File: config.mk
export PLATFORM = sky130hd
export DESIGN_NAME = frame_builder_flat
export DESIGN_NICKNAME = d
export VERILOG_FILES = /design/src/rtl/axiuart_frame_pkg.sv /design/src/rtl/frame_builder_if.sv /design/src/rtl/crc8_step.sv /design/src/rtl/frame_builder.sv /design/src/flat_wrapper.sv
export SDC_FILE = /design/constraint.sdc
export NUM_CORES = 1
export LEC_CHECK = 0
export ABC_CLOCK_PERIOD_IN_PS = 3400
export BUFFER_PORTS_ARGS = -buffer_cell sky130_fd_sc_hd__buf_2
export CAP_MARGIN = 20
export CORE_UTILIZATION = 56
export CTS_CLUSTER_SIZE = 30
export DETAILED_ROUTE_END_ITERATION = 8
export PLACE_DENSITY = 0.84
export SYNTH_ARGS = -nofsm -noshare
export SYNTH_HDL_FRONTEND = slang
export SYNTH_SLANG_ARGS = --single-unit
File: constraint.sdc
create_clock -name clk -period 3.4 [get_ports clk]
set_clock_uncertainty 0.1 [all_clocks]
set_input_delay 0.34 -clock clk [delete_from_list [all_inputs] [get_ports clk]]
set_output_delay 0.34 -clock clk [all_outputs]
set_load 0.1 [all_outputs]
File: src/rtl/axiuart_frame_pkg.sv
// rtl/axiuart_frame_pkg.sv - shared frame constants, status codes, builder states and CRC polynomial
package axiuart_frame_pkg;

   localparam logic [7:0] SOF_D2H_DEFAULT  = 8'h55;

   localparam logic [7:0] STATUS_OK        = 8'h00;
   localparam logic [7:0] STATUS_CRC_ERR   = 8'h01;
   localparam logic [7:0] STATUS_CMD_INV   = 8'h02;
   localparam logic [7:0] STATUS_LEN_RANGE = 8'h03;
   localparam logic [7:0] STATUS_TIMEOUT   = 8'h04;

   localparam logic [7:0] CRC8_POLY        = 8'h07;

   typedef enum logic [3:0] {
      ST_IDLE,
      ST_SOF,
      ST_STATUS,
      ST_CMD,
      ST_ADDR0,
      ST_ADDR1,
      ST_ADDR2,
      ST_ADDR3,
      ST_DATA,
      ST_CRC,
      ST_DONE
   } builder_state_e;

endpackage

File: src/rtl/frame_builder_if.sv
// rtl/frame_builder_if.sv - response request and TX FIFO signals of the frame builder
interface frame_builder_if #(
   parameter int MAX_DATA_BYTES = 16
);
   localparam int LEN_W  = $clog2(MAX_DATA_BYTES + 1);
   localparam int DATA_W = 8 * MAX_DATA_BYTES;

   logic              build_req;
   logic              build_ack;
   logic [7:0]        resp_status;
   logic [7:0]        resp_cmd;
   logic [31:0]       resp_addr;
   logic [DATA_W-1:0] resp_data;
   logic [LEN_W-1:0]  resp_len;
   logic              busy;
   logic              frame_done;
   logic [7:0]        tx_fifo_data;
   logic              tx_fifo_wr_en;
   logic              tx_fifo_full;

   modport master (
      output build_req, resp_status, resp_cmd, resp_addr, resp_data, resp_len, tx_fifo_full,
      input  build_ack, busy, frame_done, tx_fifo_data, tx_fifo_wr_en
   );

   modport slave (
      input  build_req, resp_status, resp_cmd, resp_addr, resp_data, resp_len, tx_fifo_full,
      output build_ack, busy, frame_done, tx_fifo_data, tx_fifo_wr_en
   );

endinterface

File: src/rtl/crc8_step.sv
// rtl/crc8_step.sv - one-byte CRC8 update, MSB first, no reflection
module crc8_step
   import axiuart_frame_pkg::*;
(
   input  logic [7:0] crc_in,
   input  logic [7:0] byte_in,
   output logic [7:0] crc_out
);

   always_comb begin
      crc_out = crc_in ^ byte_in;
      for (int i = 0; i < 8; i++) begin
         if (crc_out[7]) begin
            crc_out = {crc_out[6:0], 1'b0} ^ CRC8_POLY;
         end else begin
            crc_out = {crc_out[6:0], 1'b0};
         end
      end
   end

endmodule

File: src/rtl/frame_builder.sv
// rtl/frame_builder.sv - serialises one device-to-host response frame into the TX FIFO with trailing CRC8
module frame_builder
   import axiuart_frame_pkg::*;
#(
   parameter int         MAX_DATA_BYTES = 16,
   parameter logic [7:0] SOF_DEV2HOST   = SOF_D2H_DEFAULT
)(
   input  logic          clk,
   input  logic          rst_n,
   frame_builder_if.slave bus
);

   localparam int LEN_W  = $clog2(MAX_DATA_BYTES + 1);
   localparam int IDX_W  = (MAX_DATA_BYTES > 1) ? $clog2(MAX_DATA_BYTES) : 1;
   localparam int DATA_W = 8 * MAX_DATA_BYTES;

   builder_state_e    state_q, state_d, state_nxt;
   logic [7:0]        status_q, status_d;
   logic [7:0]        cmd_q, cmd_d;
   logic [31:0]       addr_q, addr_d;
   logic [DATA_W-1:0] data_q, data_d;
   logic [LEN_W-1:0]  len_q, len_d;
   logic              body_q, body_d;
   logic [7:0]        crc_q, crc_d;
   logic [IDX_W-1:0]  idx_q, idx_d;

   logic [7:0]        byte_out;
   logic [7:0]        crc_next;
   logic [7:0]        acc_status;
   logic              byte_state;
   logic              covered;
   logic              wr_en;
   logic              ack;
   logic              last_data;
   logic              len_over;

   crc8_step u_crc8_step (
      .crc_in  (crc_q),
      .byte_in (byte_out),
      .crc_out (crc_next)
   );

   assign len_over  = bus.resp_len > LEN_W'(MAX_DATA_BYTES);
   assign last_data = (LEN_W'(idx_q) == len_q - LEN_W'(1));

   // An oversize read that would otherwise succeed is downgraded before latching
   assign acc_status = (bus.resp_cmd[7] && (bus.resp_status == STATUS_OK) && len_over)
                       ? STATUS_LEN_RANGE : bus.resp_status;

   always_comb begin
      byte_out   = 8'h00;
      byte_state = 1'b0;
      covered    = 1'b0;
      state_nxt  = state_q;
      case (state_q)
         ST_SOF: begin
            byte_out   = SOF_DEV2HOST;
            byte_state = 1'b1;
            state_nxt  = ST_STATUS;
         end
         ST_STATUS: begin
            byte_out   = status_q;
            byte_state = 1'b1;
            covered    = 1'b1;
            state_nxt  = ST_CMD;
         end
         ST_CMD: begin
            byte_out   = cmd_q;
            byte_state = 1'b1;
            covered    = 1'b1;
            state_nxt  = body_q ? ST_ADDR0 : ST_CRC;
         end
         ST_ADDR0: begin
            byte_out   = addr_q[7:0];
            byte_state = 1'b1;
            covered    = 1'b1;
            state_nxt  = ST_ADDR1;
         end
         ST_ADDR1: begin
            byte_out   = addr_q[15:8];
            byte_state = 1'b1;
            covered    = 1'b1;
            state_nxt  = ST_ADDR2;
         end
         ST_ADDR2: begin
            byte_out   = addr_q[23:16];
            byte_state = 1'b1;
            covered    = 1'b1;
            state_nxt  = ST_ADDR3;
         end
         ST_ADDR3: begin
            byte_out   = addr_q[31:24];
            byte_state = 1'b1;
            covered    = 1'b1;
            state_nxt  = (len_q == '0) ? ST_CRC : ST_DATA;
         end
         ST_DATA: begin
            byte_out   = data_q[{idx_q, 3'b000} +: 8];
            byte_state = 1'b1;
            covered    = 1'b1;
            state_nxt  = last_data ? ST_CRC : ST_DATA;
         end
         ST_CRC: begin
            byte_out   = crc_q;
            byte_state = 1'b1;
            state_nxt  = ST_DONE;
         end
         default: begin
            byte_out   = 8'h00;
         end
      endcase
   end

   always_comb begin
      state_d  = state_q;
      status_d = status_q;
      cmd_d    = cmd_q;
      addr_d   = addr_q;
      data_d   = data_q;
      len_d    = len_q;
      body_d   = body_q;
      crc_d    = crc_q;
      idx_d    = idx_q;
      ack      = 1'b0;
      wr_en    = byte_state && !bus.tx_fifo_full;

      case (state_q)
         ST_IDLE: begin
            if (bus.build_req) begin
               ack      = 1'b1;
               status_d = acc_status;
               cmd_d    = bus.resp_cmd;
               addr_d   = bus.resp_addr;
               data_d   = bus.resp_data;
               len_d    = bus.resp_len;
               body_d   = bus.resp_cmd[7] && (acc_status == STATUS_OK);
               crc_d    = 8'h00;
               idx_d    = '0;
               state_d  = ST_SOF;
            end
         end
         ST_DONE: state_d = ST_IDLE;
         default: begin
            // A stalled byte holds state, index and CRC until the FIFO drains
            if (wr_en) begin
               state_d = state_nxt;
               if (covered) begin
                  crc_d = crc_next;
               end
               if (state_q == ST_DATA) begin
                  idx_d = last_data ? '0 : idx_q + 1'b1;
               end
            end
         end
      endcase
   end

   always_ff @(posedge clk or negedge rst_n) begin
      if (!rst_n) begin
         state_q  <= ST_IDLE;
         status_q <= '0;
         cmd_q    <= '0;
         addr_q   <= '0;
         data_q   <= '0;
         len_q    <= '0;
         body_q   <= 1'b0;
         crc_q    <= '0;
         idx_q    <= '0;
      end else begin
         state_q  <= state_d;
         status_q <= status_d;
         cmd_q    <= cmd_d;
         addr_q   <= addr_d;
         data_q   <= data_d;
         len_q    <= len_d;
         body_q   <= body_d;
         crc_q    <= crc_d;
         idx_q    <= idx_d;
      end
   end

   assign bus.build_ack     = ack;
   assign bus.busy          = (state_q != ST_IDLE);
   assign bus.frame_done    = (state_q == ST_DONE);
   assign bus.tx_fifo_data  = wr_en ? byte_out : 8'h00;
   assign bus.tx_fifo_wr_en = wr_en;

endmodule

File: src/flat_wrapper.sv
// flat-port wrapper written by rule: the top's interface ports become plain ports
module frame_builder_flat import axiuart_frame_pkg::*;
#(
   parameter int         MAX_DATA_BYTES = 16,
   parameter logic [7:0] SOF_DEV2HOST   = SOF_D2H_DEFAULT
)
  (clk, rst_n, bus_build_req, bus_resp_status, bus_resp_cmd, bus_resp_addr, bus_resp_data, bus_resp_len, bus_tx_fifo_full, bus_build_ack, bus_busy, bus_frame_done, bus_tx_fifo_data, bus_tx_fifo_wr_en);
  frame_builder_if #(.MAX_DATA_BYTES(MAX_DATA_BYTES)) bus_i ();
  input  logic clk;
  input  logic rst_n;
  input wire logic [$bits(bus_i.build_req)-1:0] bus_build_req;
  input wire logic [$bits(bus_i.resp_status)-1:0] bus_resp_status;
  input wire logic [$bits(bus_i.resp_cmd)-1:0] bus_resp_cmd;
  input wire logic [$bits(bus_i.resp_addr)-1:0] bus_resp_addr;
  input wire logic [$bits(bus_i.resp_data)-1:0] bus_resp_data;
  input wire logic [$bits(bus_i.resp_len)-1:0] bus_resp_len;
  input wire logic [$bits(bus_i.tx_fifo_full)-1:0] bus_tx_fifo_full;
  output wire logic [$bits(bus_i.build_ack)-1:0] bus_build_ack;
  output wire logic [$bits(bus_i.busy)-1:0] bus_busy;
  output wire logic [$bits(bus_i.frame_done)-1:0] bus_frame_done;
  output wire logic [$bits(bus_i.tx_fifo_data)-1:0] bus_tx_fifo_data;
  output wire logic [$bits(bus_i.tx_fifo_wr_en)-1:0] bus_tx_fifo_wr_en;
  assign bus_i.build_req = bus_build_req;
  assign bus_i.resp_status = bus_resp_status;
  assign bus_i.resp_cmd = bus_resp_cmd;
  assign bus_i.resp_addr = bus_resp_addr;
  assign bus_i.resp_data = bus_resp_data;
  assign bus_i.resp_len = bus_resp_len;
  assign bus_i.tx_fifo_full = bus_tx_fifo_full;
  assign bus_build_ack = bus_i.build_ack;
  assign bus_busy = bus_i.busy;
  assign bus_frame_done = bus_i.frame_done;
  assign bus_tx_fifo_data = bus_i.tx_fifo_data;
  assign bus_tx_fifo_wr_en = bus_i.tx_fifo_wr_en;
  frame_builder #(.MAX_DATA_BYTES(MAX_DATA_BYTES), .SOF_DEV2HOST(SOF_DEV2HOST)) u_core (.clk(clk), .rst_n(rst_n), .bus(bus_i));
endmodule
Word level (Yosys, flattened, before mapping). Index checks and enable logic that the tools add are counted.

Register bits: 198. Input port bits: 185. Output and inout bits: 12. Word-level logic and storage cells: 87.

Add/sub/neg operators: 2. Magnitude comparators: 1. Eq/ne operators: 12. Shift operators: 1. Multiplexer cells: 31. Bitwise operators: 10. Reductions and logical operators: 21.

Operators with widths (number): $shiftx A128 B8 Y8 (1); $pmux W8 S9 (1); $mux W8 (5); $pmux W4 S9 (1); $mux W4 (7); $mux W3 (8); $not A3 Y3 (8); $eq A4 B3 Y1 const B (4); $logic_not A8 Y1 (2); $pmux W4 S2 (2); $pmux W8 S2 (1); $eq A4 B4 Y1 const B (3); $reduce_bool A11 Y1 (1); $reduce_or A9 Y1 (1); $eq A4 B2 Y1 const B (2); $reduce_and A4 Y1 (2); $xor A8 B8 Y8 (1); $reduce_or A7 Y1 (1); $mux W1 (6); $reduce_bool A2 Y1 (3); $eq A4 B5 Y1 (1); $gt A5 B5 Y1 const B (1); $logic_not A5 Y1 (1); $sub A5 B1 Y5 const B (1); other kinds (11) (14).

Depth between registers and ports, before layout.
Depth in word-level cells: 22. Depth in mapped cells: 13. Gate-level depth less buffers: 11.

By module. Synthesis repeated with hierarchy kept, for this count alone.

Cell total of the unflattened synthesis: 1126. Area, all modules: 9895.7 sq um.

By module, submodules not included: frame_builder (instances 1, cells each 1105, area each 9711.8 sq um, sequential area each 4954.8 sq um); crc8_step (instances 1, cells each 21, area each 183.9 sq um, sequential area each 0.0 sq um).

Worst setup path before layout. OpenSTA, ideal clock, no wires.

Path kind: register -> output. Start: register u_core.state_q[0]. End: output bus_frame_done. Arrival time: 3113 ps. Data required time: 2960 ps. Slack: -153 ps. Cell stages (with the launch flop): 6. Buffers on the path: 4. Cells stage by stage: dfrtp_1 -> buf_2 -> buf_2 -> buf_2 -> buf_1 -> nor3_1.

Cells in the longest elaborated chain, start to end: 1.

RTL lines: start: declaration (line frame_builder.sv:17) `builder_state_e state_q, state_d, state_nxt;`; start signal: assignment (line frame_builder.sv:170) `state_q <= state_d;`; $eq A4 B4 Y1 (line frame_builder.sv:184) `assign bus.frame_done = (state_q == ST_DONE);`; end: declaration (line flat_wrapper.sv:20) `output wire logic [$bits(bus_i.frame_done)-1:0] bus_frame_done;`.

Every way passes these cells.

Worst setup path in the final report.
Start: register u_core.idx_q[0]. End: output bus_tx_fifo_data[5].

Cells in the longest elaborated chain, start to end: 3.

RTL lines: start: declaration (line frame_builder.sv:25) `logic [IDX_W-1:0] idx_q, idx_d;`; start signal: assignment (line frame_builder.sv:178) `idx_q <= idx_d;`; $shiftx A128 B8 Y8 (line frame_builder.sv:98) `byte_out = data_q[{idx_q, 3'b000} +: 8];`; $pmux W8 S9 (line frame_builder.sv:55) `case (state_q)`; $mux W8 (line frame_builder.sv:185) `assign bus.tx_fifo_data = wr_en ? byte_out : 8'h00;`; end: declaration (line flat_wrapper.sv:21) `output wire logic [$bits(bus_i.tx_fifo_data)-1:0] bus_tx_fifo_data;`.

Every way passes these cells.

==> impl_metrics.py <==
metrics = {
    "logic_synthesis": {
        "synth_xor_area_share_pct": 3.17,
        "synth_area_leaders": "dfrtp_1, nand2_1, mux4_1, mux4_2, mux2i_1",
        "synth_edf_count": 0,
        "yosys.area.top_type_share_pct": 50.0,
        "synthFlopType": "dfrtp_1",
        "synth_compound_area_share_pct": 6.46,
        "yosysTopAreaCell": "dfrtp_1",
        "ys_seq_area_share_pct": 50.0,
        "synthArstFlopShare_pct": 100,
        "syn_inst": 1082,
        "synthAdderAreaFrac_pct": 0.379,
        "yosysUniqueCellTypes": 65,
        "yosysWarningCount": 0,
        "synth.area.mux_share_pct": 10.8,
        "ys_ff_latch": 198,
        "synth_nets": 1270,
        "synth_top_family_by_area": "simple AND/OR/NAND/NOR gates",
        "synth_area_um2": 9910,
        "synthSimpleGateAreaFrac_pct": 24.7,
        "syn_avg_cell_area_um2": 9.16,
    },
    "setup_path": {
        "crit_start": "u_core.idx_q[0]",
        "r2r_end": "u_core.crc_q[7]",
        "critPathBufInv": 2,
        "r2r_cells": 11,
        "max_stage_delay_ps": 590,
        "worstSetupPathType": "reg -> out",
        "crit_path_start_kind": "flip-flop",
        "endpoint_kind": "output pin",
        "cp_top_family": "multiplexers",
        "setup.worst_path.end": "bus_tx_fifo_data[5]",
        "crit_path_top_delay_cell": "mux4_1",
        "reg2reg_slack_ps": 240,
        "cp_cell_sequence": "buf_4 > mux4_1 > mux2i_1 > o22ai_1 > a311oi_2 > nor2_1 > buf_2",
        "path_max_fanout": 7,
        "crit_cells": 7,
        "cp_data_required_time_ps": 2960,
        "r2r_start": "u_core.idx_q[0]",
        "crit_arrival_ps": 2870,
    },
    "power": {
        "p_per_area_nw_per_um2": 953,
        "p_leak_nw": 6.44,
        "p_clk_share_pct": 17.3,
        "ir_worst_vdd_v": 0.00113,
        "seqPwrFrac_pct": 35.3,
        "p_sw_share_pct": 42.2,
        "power_frac_comb_pct": 47.5,
        "internal_power_mw": 6.87,
        "p_sw_mw": 5.03,
    },
    "sta": {
        "setup_viol": 0,
        "setup_ws_ps": 88.0,
        "worstMarginPinSlew_ps": 805,
        "period_share_pct": 97.4,
        "finalMaxSlewViolations": 0,
        "rsz0062_at_grt": "false",
        "max_slew_margin_pct": 46.3,
        "fmax_mhz": 302,
        "hold_ws_ps": -1.18,
        "final-hold-violation-count": 1,
        "tns_ps": 0,
        "fin_crit_ps": 3310,
    },
    "route": {
        "detailroute.via_count": 8882,
        "viasPerCell": 5.65,
        "drc_errors": 0,
        "drt_pre_antenna_iters": 7,
        "antenna_left": 0,
        "routedWlPerCell_um": 17.7,
        "drt_iter0_markers": 1009,
        "wirelength_um": 27800,
    },
    "finish": {
        "n_antenna_cell": 0,
        "final_cell_count_no_fill": 1572,
        "fin_util_pct": 72.2,
        "layout-drive-gt1-share_pct": 21.7,
        "multi_input_area_um2": 4530,
        "regArea_um2": 4960,
        "syn2layout_area_growth_pct": 26.0,
        "nNetsFinal": 1522,
        "fill_cells": 1178,
        "final_common_cell": "nand2_1",
        "layout_common_cells": "nand2_1, dfrtp_1, buf_2",
    },
    "placement": {
        "placed_cells_incl_taps": 1465,
        "dp_slack_ps": 212,
        "dpl.hpwl_um": 19100,
        "globalplace.congestion": 0.955,
        "io_buffers": 196,
    },
    "clock_network": {
        "clk_path_buf_depth": 2,
        "clk_pin_slew_worst_paths_ps": 80,
        "htree_levels": 4,
        "cts-root-buf": "clkbuf_16",
        "numCtsBuffers": 17,
        "clk_latency_ps": 440,
        "clock-sinks": 198,
        "cts_tree": "yes",
    },
    "die": {
        "die_w_um": 135,
        "dieHeight_um": 135,
        "start_util_pct": 57.3,
        "num_rows": 48,
        "num_io_pins": 197,
        "dieArea_um2": 18200,
        "core_um2": 17300,
    },
    "global_route": {
        "met1_usage_pct": 41.6,
        "grt_use_total_pct": 31.8,
        "grt_max_degree": 177,
        "use_met2_pct": 51.6,
        "grt_pass1_wl_um": 43800,
        "use_met3_pct": 5.33,
        "grt_antenna_before_repair": 0,
        "overflow": 0,
        "grt_pass1_vias": 8677,
        "top_usage_layer": "met2",
    },
    "hold_path": {
        "min_path_type": "in -> reg",
    },
    "status": {
        "violations": "negative hold slack",
        "status": "complete, but fails checks",
    },
    "run": {
        "maxCapViolations": 0,
    },
}
-- area by class of cell --
type	instances	area share [%]
clock buffers	17	3.41
multi-input cells	799	36.3
inverters	19	0.611
repair buffers	299	16.3
clock inverters	15	1.40
well taps	225	2.25
flip-flops and latches	198	39.7
-- power groups by stage --
stage                     sequential (mW)  combinational, mW  clock (mW)
after global routing                 4.28               6.15        2.15
after CTS                            4.15               5.58        2.07
after detailed placement             4.18               5.46           0
final                                4.20               5.65        2.06
after global placement               4.14               5.21           0
after floorplan                      3.83               4.35           0
-- Yosys cell counts, types with 3 or more instances --
cell / count
buf_6: 4
dfrtp_1: 198
xnor2_1: 17
a21oi_1: 22
nor3_1: 7
o22ai_1: 10
nand3b_1: 3
clkbuf_1: 36
o21ai_0: 22
nor2_1: 19
clkbuf_8: 5
nand2_1: 549
a21o_1: 4
mux2_2: 3
buf_2: 11
mux4_2: 10
o22a_1: 3
nand3_1: 12
mux4_1: 24
mux2i_1: 18
ha_1: 3
nor2b_1: 5
a221oi_1: 4
xnor2_2: 5
o2bb2ai_1: 3
xor2_1: 7
inv_1: 17
buf_1: 8
a211oi_1: 3
-- timing repair --
action                                 CTS  global route
pin swaps                                1             0
resized for setup                        0             2
endpoints found under the hold margin  159             0
setup endpoints to repair                1             4
setup buffers                            1             1
hold buffers                            73             0
-- how the worst min path moves through the flow --
stage / from / endpoint / slack, ps / depth (start not counted)
after floorplan: rst_n / u_core.addr_q[0] / -60 / 0
after global placement: rst_n / u_core.addr_q[7] / 340 / 1
after detailed placement: rst_n / u_core.addr_q[15] / 340 / 1
after CTS: bus_resp_data[84] / u_core.data_q[84] / 0.4 / 3
after global routing: bus_resp_data[18] / u_core.data_q[18] / 4 / 3
final: bus_resp_cmd[4] / u_core.cmd_q[4] / -1 / 3
-- per-stage QoR --
stage | power [mW] | cell area (µm²)
after floorplan | 8.19 | 9910
after global placement | 9.35 | 11100
after detailed placement | 9.63 | 11100
after CTS | 11.8 | 12500
after global routing | 12.6 | 12500
final | 11.9 | 12500
-- layer usage --
metal	up-vias	share of wire, %
met4	0	4.4
met3	88	6.8
met2	475	49
met5	-	0
met1	4255	40
li1	4064	-
-- sequential cells by signal (all words and copies together) (netlist names) --
signal and count:
u_core.addr_q 32, u_core.body_q 1, u_core.cmd_q 8, u_core.crc_q 8
u_core.data_q 128, u_core.idx_q 4, u_core.len_q 5, u_core.state_q 4
u_core.status_q 8
-- logic make-up after synthesis --
kind of cell	Yosys count
AO/OA/AOI/OAI	95
XOR/XNOR	30
adder cells (fa/ha/maj)	3
buffers and inverters	85
flip-flops	198
multiplexers	55
AND/OR/NAND/NOR	616
-- tightest hold or removal path, stage by stage --
cell	delay, ps
buf_2	80
nand2_1	40
nand2_1	40
No activity file was read; power rests on OpenSTA's default activity.
